<file path="config.mk">
export PLATFORM = sky130hd
export DESIGN_NAME = i2c_txn_arbiter
export DESIGN_NICKNAME = d
export VERILOG_FILES = /design/src/rtl/i2c_txn_arbiter.sv
export SDC_FILE = /design/constraint.sdc
export NUM_CORES = 1
export LEC_CHECK = 0
export CELL_PAD_IN_SITES_DETAIL_PLACEMENT = 2
export CELL_PAD_IN_SITES_GLOBAL_PLACEMENT = 2
export CORE_AREA = 2 2 82 124
export DETAILED_ROUTE_END_ITERATION = 12
export DIE_AREA = 0 0 84 126
export PLACE_DENSITY = 0.88
export SYNTH_ARGS = -nofsm -noshare
export SYNTH_HDL_FRONTEND = slang
export SYNTH_SLANG_ARGS = --single-unit
</file>
<file path="constraint.sdc">
create_clock -name clk_400 -period 3.58 [get_ports clk_400]
set_clock_uncertainty 0.2 [all_clocks]
set_input_delay 0.895 -clock clk_400 [delete_from_list [all_inputs] [get_ports clk_400]]
set_output_delay 0.895 -clock clk_400 [all_outputs]
set_load 0.05 [all_outputs]
</file>
<file path="src/rtl/i2c_txn_arbiter.sv">
// rtl/i2c_txn_arbiter.sv - round-robin arbiter sharing one single-byte I2C master engine among NUM_REQ requesters
// Optional watchdog (and its TIMEOUT_CYCLES parameter) enabled by defining I2C_ARB_TIMEOUT_EN.
module i2c_txn_arbiter #(
  parameter int NUM_REQ = 4
`ifdef I2C_ARB_TIMEOUT_EN
  , parameter int TIMEOUT_CYCLES = 4096
`endif
) (
  input  logic                 clk_400,
  input  logic                 rst_n,
  input  logic [NUM_REQ-1:0]   req,
  input  logic [7*NUM_REQ-1:0] req_addr,
  input  logic [NUM_REQ-1:0]   req_rw,
  input  logic [8*NUM_REQ-1:0] req_wdata,
  output logic [NUM_REQ-1:0]   gnt,
  output logic [NUM_REQ-1:0]   rsp_valid,
  output logic [7:0]           rsp_rdata,
  output logic                 rsp_err,
  output logic                 rsp_timeout,
  output logic                 arb_busy,
  output logic                 m_start,
  output logic [7:0]           m_addr,
  output logic [7:0]           m_wdata,
  input  logic                 m_busy,
  input  logic                 m_done,
  input  logic [7:0]           m_rdata,
  input  logic                 m_ack_error
);

  localparam int PW = (NUM_REQ > 1) ? $clog2(NUM_REQ) : 1;

  localparam logic [2:0] ST_IDLE      = 3'd0;
  localparam logic [2:0] ST_LAUNCH    = 3'd1;
  localparam logic [2:0] ST_WAIT_BUSY = 3'd2;
  localparam logic [2:0] ST_WAIT_DONE = 3'd3;
  localparam logic [2:0] ST_RESP      = 3'd4;

  logic [2:0]         state;
  logic [PW-1:0]      ptr;
  logic [PW-1:0]      gnt_idx;
  logic [PW-1:0]      pick_idx;
  logic [PW-1:0]      hi_idx;
  logic [PW-1:0]      lo_idx;
  logic               hi_found;
  logic [NUM_REQ-1:0] pick_onehot;
  logic [6:0]         pick_addr;
  logic               pick_rw;
  logic [7:0]         pick_wdata;
  logic [7:0]         rdata_q;
  logic               err_q;
  logic               in_wait;
  logic               in_resp;
  logic               timeout_evt;

  // Lowest requester above ptr wins; otherwise wrap to the lowest at or below ptr.
  always_comb begin
    hi_found = 1'b0;
    hi_idx   = '0;
    lo_idx   = '0;
    for (int j = NUM_REQ - 1; j >= 0; j--) begin
      if (req[j]) begin
        if (PW'(j) > ptr) begin
          hi_found = 1'b1;
          hi_idx   = PW'(j);
        end else begin
          lo_idx = PW'(j);
        end
      end
    end
    pick_idx = hi_found ? hi_idx : lo_idx;
  end

  always_comb begin
    pick_onehot = '0;
    pick_addr   = '0;
    pick_rw     = 1'b0;
    pick_wdata  = '0;
    for (int j = 0; j < NUM_REQ; j++) begin
      if (PW'(j) == pick_idx) begin
        pick_onehot[j] = 1'b1;
        pick_addr      = req_addr[7*j +: 7];
        pick_rw        = req_rw[j];
        pick_wdata     = req_wdata[8*j +: 8];
      end
    end
  end

  assign in_wait = (state == ST_WAIT_BUSY) || (state == ST_WAIT_DONE);
  assign in_resp = (state == ST_RESP);

`ifdef I2C_ARB_TIMEOUT_EN
  // Expiry is decided one count early so RESP lands TIMEOUT_CYCLES cycles after LAUNCH.
  localparam logic [15:0] TO_LAST = 16'(TIMEOUT_CYCLES - 2);

  logic [15:0] to_cnt;
  logic        to_q;

  assign timeout_evt = in_wait && !m_done && (to_cnt == TO_LAST);

  always_ff @(posedge clk_400 or negedge rst_n) begin
    if (!rst_n) begin
      to_cnt <= '0;
      to_q   <= 1'b0;
    end else if (state == ST_LAUNCH) begin
      to_cnt <= '0;
      to_q   <= 1'b0;
    end else if (in_wait) begin
      to_cnt <= to_cnt + 16'd1;
      if (timeout_evt) to_q <= 1'b1;
    end
  end

  assign rsp_timeout = in_resp & to_q;
`else
  assign timeout_evt = 1'b0;
  assign rsp_timeout = 1'b0;
`endif

  always_ff @(posedge clk_400 or negedge rst_n) begin
    if (!rst_n) begin
      state   <= ST_IDLE;
      ptr     <= PW'(NUM_REQ - 1);
      gnt     <= '0;
      gnt_idx <= '0;
      m_addr  <= '0;
      m_wdata <= '0;
      rdata_q <= '0;
      err_q   <= 1'b0;
    end else begin
      case (state)
        ST_IDLE: begin
          if (|req) begin
            gnt     <= pick_onehot;
            gnt_idx <= pick_idx;
            m_addr  <= {pick_addr, pick_rw};
            m_wdata <= pick_wdata;
            state   <= ST_LAUNCH;
          end
        end
        ST_LAUNCH: state <= ST_WAIT_BUSY;
        ST_WAIT_BUSY, ST_WAIT_DONE: begin
          // A completion in the same cycle as busy or expiry always takes precedence.
          if (m_done) begin
            rdata_q <= m_addr[0] ? m_rdata : 8'h00;
            err_q   <= m_ack_error;
            state   <= ST_RESP;
          end else if (timeout_evt) begin
            rdata_q <= 8'h00;
            err_q   <= 1'b1;
            state   <= ST_RESP;
          end else if ((state == ST_WAIT_BUSY) && m_busy) begin
            state <= ST_WAIT_DONE;
          end
        end
        ST_RESP: begin
          ptr   <= gnt_idx;
          gnt   <= '0;
          state <= ST_IDLE;
        end
        default: state <= ST_IDLE;
      endcase
    end
  end

  assign m_start   = (state == ST_LAUNCH);
  assign arb_busy  = (state != ST_IDLE);
  assign rsp_valid = in_resp ? gnt : '0;
  assign rsp_rdata = in_resp ? rdata_q : 8'h00;
  assign rsp_err   = in_resp & err_q;

endmodule

</file>
==> qor.txt <==
Skew-Pair Late Insertion Delay = 0.28 ns
Adder-Cell Fraction of Synth Area = 0%
WL final = 8.49 mm
post-synthesis sequential area ratio = 40.2%
met3 wire len = 334 µm
Post-CTS Setup Inserts = 0
Distinct cells, synth = 43
H-tree lvl count = 2
measured slew at the worst slew-check pin = 0.872 ns
synthesis-stage register bit count = 36
critical path peak fanout = 17
type of destination of the critical path = output pin
largest family of logic cells by synthesized area = simple AND/OR/NAND/NOR gates
DRC = 0
leading area contributor after synthesis = dfrtp_1
syn_area_per_cell = 9.47 µm²
Final setup viols = 0
CTS Buf Count = 5
Fillers = 1041
CTS clk-pin slew, worst paths = 0.06 ns
Max Clk Rate = 310 MHz
Die X = 84 µm
DRT Pass-1 Iters = 4
Setup TNS = 0 ns
PwrDens = 826 nW/µm²
num ports = 117
Critical Path Source Type = register
Detailed Place HPWL = 6.25 mm
Leak Pwr = 1.47 nW
syn_nets = 318
status = completed
top-count cell post-synth = nand2_1
CTS tree = yes
Max Cap Viol = 0
period utilization = 90.2%
pin count of the biggest net entering global routing = 37
mux cell area share after synthesis = 0.502%
fin nets = 423
Antenna Nets Post-Route = 0
Top Metal Used = met4
core footprint = 9520 µm²
Layout area overhead = 60.1%
vias per cell = 4.99
critical path buffer and inverter count = 1
Critical Path, Cell by Cell = nor2_4 > and3_1 > clkdlybuf4s50_1
worst-case clock buffer depth = 2
Synth area leaders = dfrtp_1 38%, o41ai_2 11%, nand2_1 7.4%
Reg2Reg Depth = 5
Yosys top cell area share = 37.9%
Finished Cell Area = 3590 µm²
relative slew slack = 41.9%
wire per inst = 18.5 µm
Compound-Gate Fraction of Synth Area = 25.3%
via count = 2284
total gr overflow = 0
async set-or-reset flop fraction in the synthesized netlist = 100%
Hold Buf Count CTS = 0
Placement Cell Area = 3440 µm²
EDFF count, synth = 0
diode count = 0
RSZ-0062 raised after global routing = false
final hold vios = 0
cell depth of the worst setup path = 3
CTS sink cnt = 36
total track usage = 16.4%
first-pass GRT wire length = 13.9 mm
CTS resizes = 0
crit path time final = 3.23 ns
class of the worst hold path = reg2reg
metal2 WL = 4.89 mm
CP Data Required Time = 2.48 ns
Port Buffer Count = 115
Post-Syn Instances = 237
CTS Root Cell = clkbuf_16
fraction of layout cells with a size suffix above 1 = 12.2%
post-route met1 wirelength = 3.11 mm
XOR/XNOR Fraction of Synth Area = 0.390%
slowest cell delay on critical path = 0.82 ns
First DRT Iteration DRCs = 88
Syn Std Cell Area = 2240 µm²
main flop type after synthesis = dfrtp_1
cell family with most CP delay = buffers and inverters
Worst IR Drop VDD = 0.359 mV
critical path's slowest cell = clkdlybuf4s50_1
vias in the first global route = 2731
Final Slew Violations = 0
most instantiated cells after synthesis = 44 x nand2_1, 34 x dfrtp_1, 16 x nor3_1, 16 x nor3b_1, 16 x o22ai_1
CP arrival = 2.13 ns
Placer Congestion = 0.682
die area = 10600 µm²
Core Rows = 44
Hold Path Depth = 2
initial antenna violation count = 0
Simple-Gate Fraction of Synth Area = 25.8%
Setup CP Type = reg2out
Starting Density = 23.6%
Synthesis Warnings = 0
die height = 126 µm
worst min-delay path: cells and delay by family, from the launching register on:
family | cells | cell delay, ns
AND/OR/NAND/NOR | 2 | 0.10
flip-flops | 1 | 0.34
metal layers:
| metal | up-vias | global-route usage, % |
|---|---|---|
| met5 | - | 0 |
| met4 | 0 | 5.41 |
| met3 | 8 | 3.15 |
| met2 | 63 | 32.5 |
| met1 | 1136 | 16.9 |
| li1 | 1077 | - |
logic make-up (layout without fill, tap and decap cells):
group,count (synthesis),in the layout
XOR/XNOR,1,1
multiplexers,1,1
buffers and inverters,29,135
flip-flops,36,36
AND/OR/NAND/NOR,109,109
other,1,1
AO/OA/AOI/OAI,60,60
power by group:
group	leakage [nW]	total, mW	switching [mW]	internal [mW]
logic	0.950	1.75	1.07	0.673
clock network	0.0766	0.443	0.169	0.274
registers	0.448	0.776	0.173	0.604
total	1.47	2.97	1.42	1.55
final timing paths:
| check | from | to | slack [ns] |
|---|---|---|---|
| max | state[1] | rsp_rdata[7] | 0.35 |
| min | gnt_idx[1] | ptr[1] | 0.27 |
| max reg2reg | state[1] | m_wdata[2] | 1.29 |
| min reg2reg | gnt_idx[1] | ptr[1] | 0.27 |
| max in group asynchronous | rst_n | m_wdata[0] | 2.10 |
| min in group asynchronous | rst_n | rdata_q[2] | 0.53 |
cell usage in the layout, fill, tap and decap left out, types with 3 or more instances in the layout:
cell type	netlist	layout
inv_1	6	6
nor2_1	4	4
buf_4	6	5
a21oi_1	3	3
o21ai_0	13	13
o41ai_2	15	15
dfrtp_1	34	34
nand3_1	4	4
o22ai_1	16	16
clkdlybuf4s50_1	0	114
and3_1	13	13
nor3b_1	16	16
clkbuf_16	0	5
nand2_1	44	44
nor3_1	16	16
flip-flops by register name, indices dropped and copies added, names as in the netlist:
register	flops
m_wdata	8
rdata_q	8
gnt_idx	2
gnt	4
ptr	2
state	3
m_addr	8
err_q	1
metrics by stage:
stage	hold slack (ns)	power, mW	utilization, %	cells	setup slack, ns
2_1_floorplan	0.234	1.98	-	237	0.631
5_1_grt	0.299	3.16	37.7	458	0.263
3_3_place_gp	0.247	2.47	36.2	450	0.356
6_report	0.273	2.97	37.7	458	0.351
4_1_cts	0.277	3.01	37.7	458	0.361
3_5_place_dp	0.264	2.55	36.2	450	0.294
cell type report:
cell class | count | area [µm²] | share of cell area (%)
multi-input cells | 172 | 1170 | 32.6
flip-flops and latches | 36 | 903 | 25.1
clock buffers | 6 | 139 | 3.86
clock inverters | 2 | 10.0 | 0.279
repair buffers | 121 | 1200 | 33.5
well taps | 115 | 144 | 4.00
inverters | 6 | 22.5 | 0.627
(Power assumes the default switching activity.)
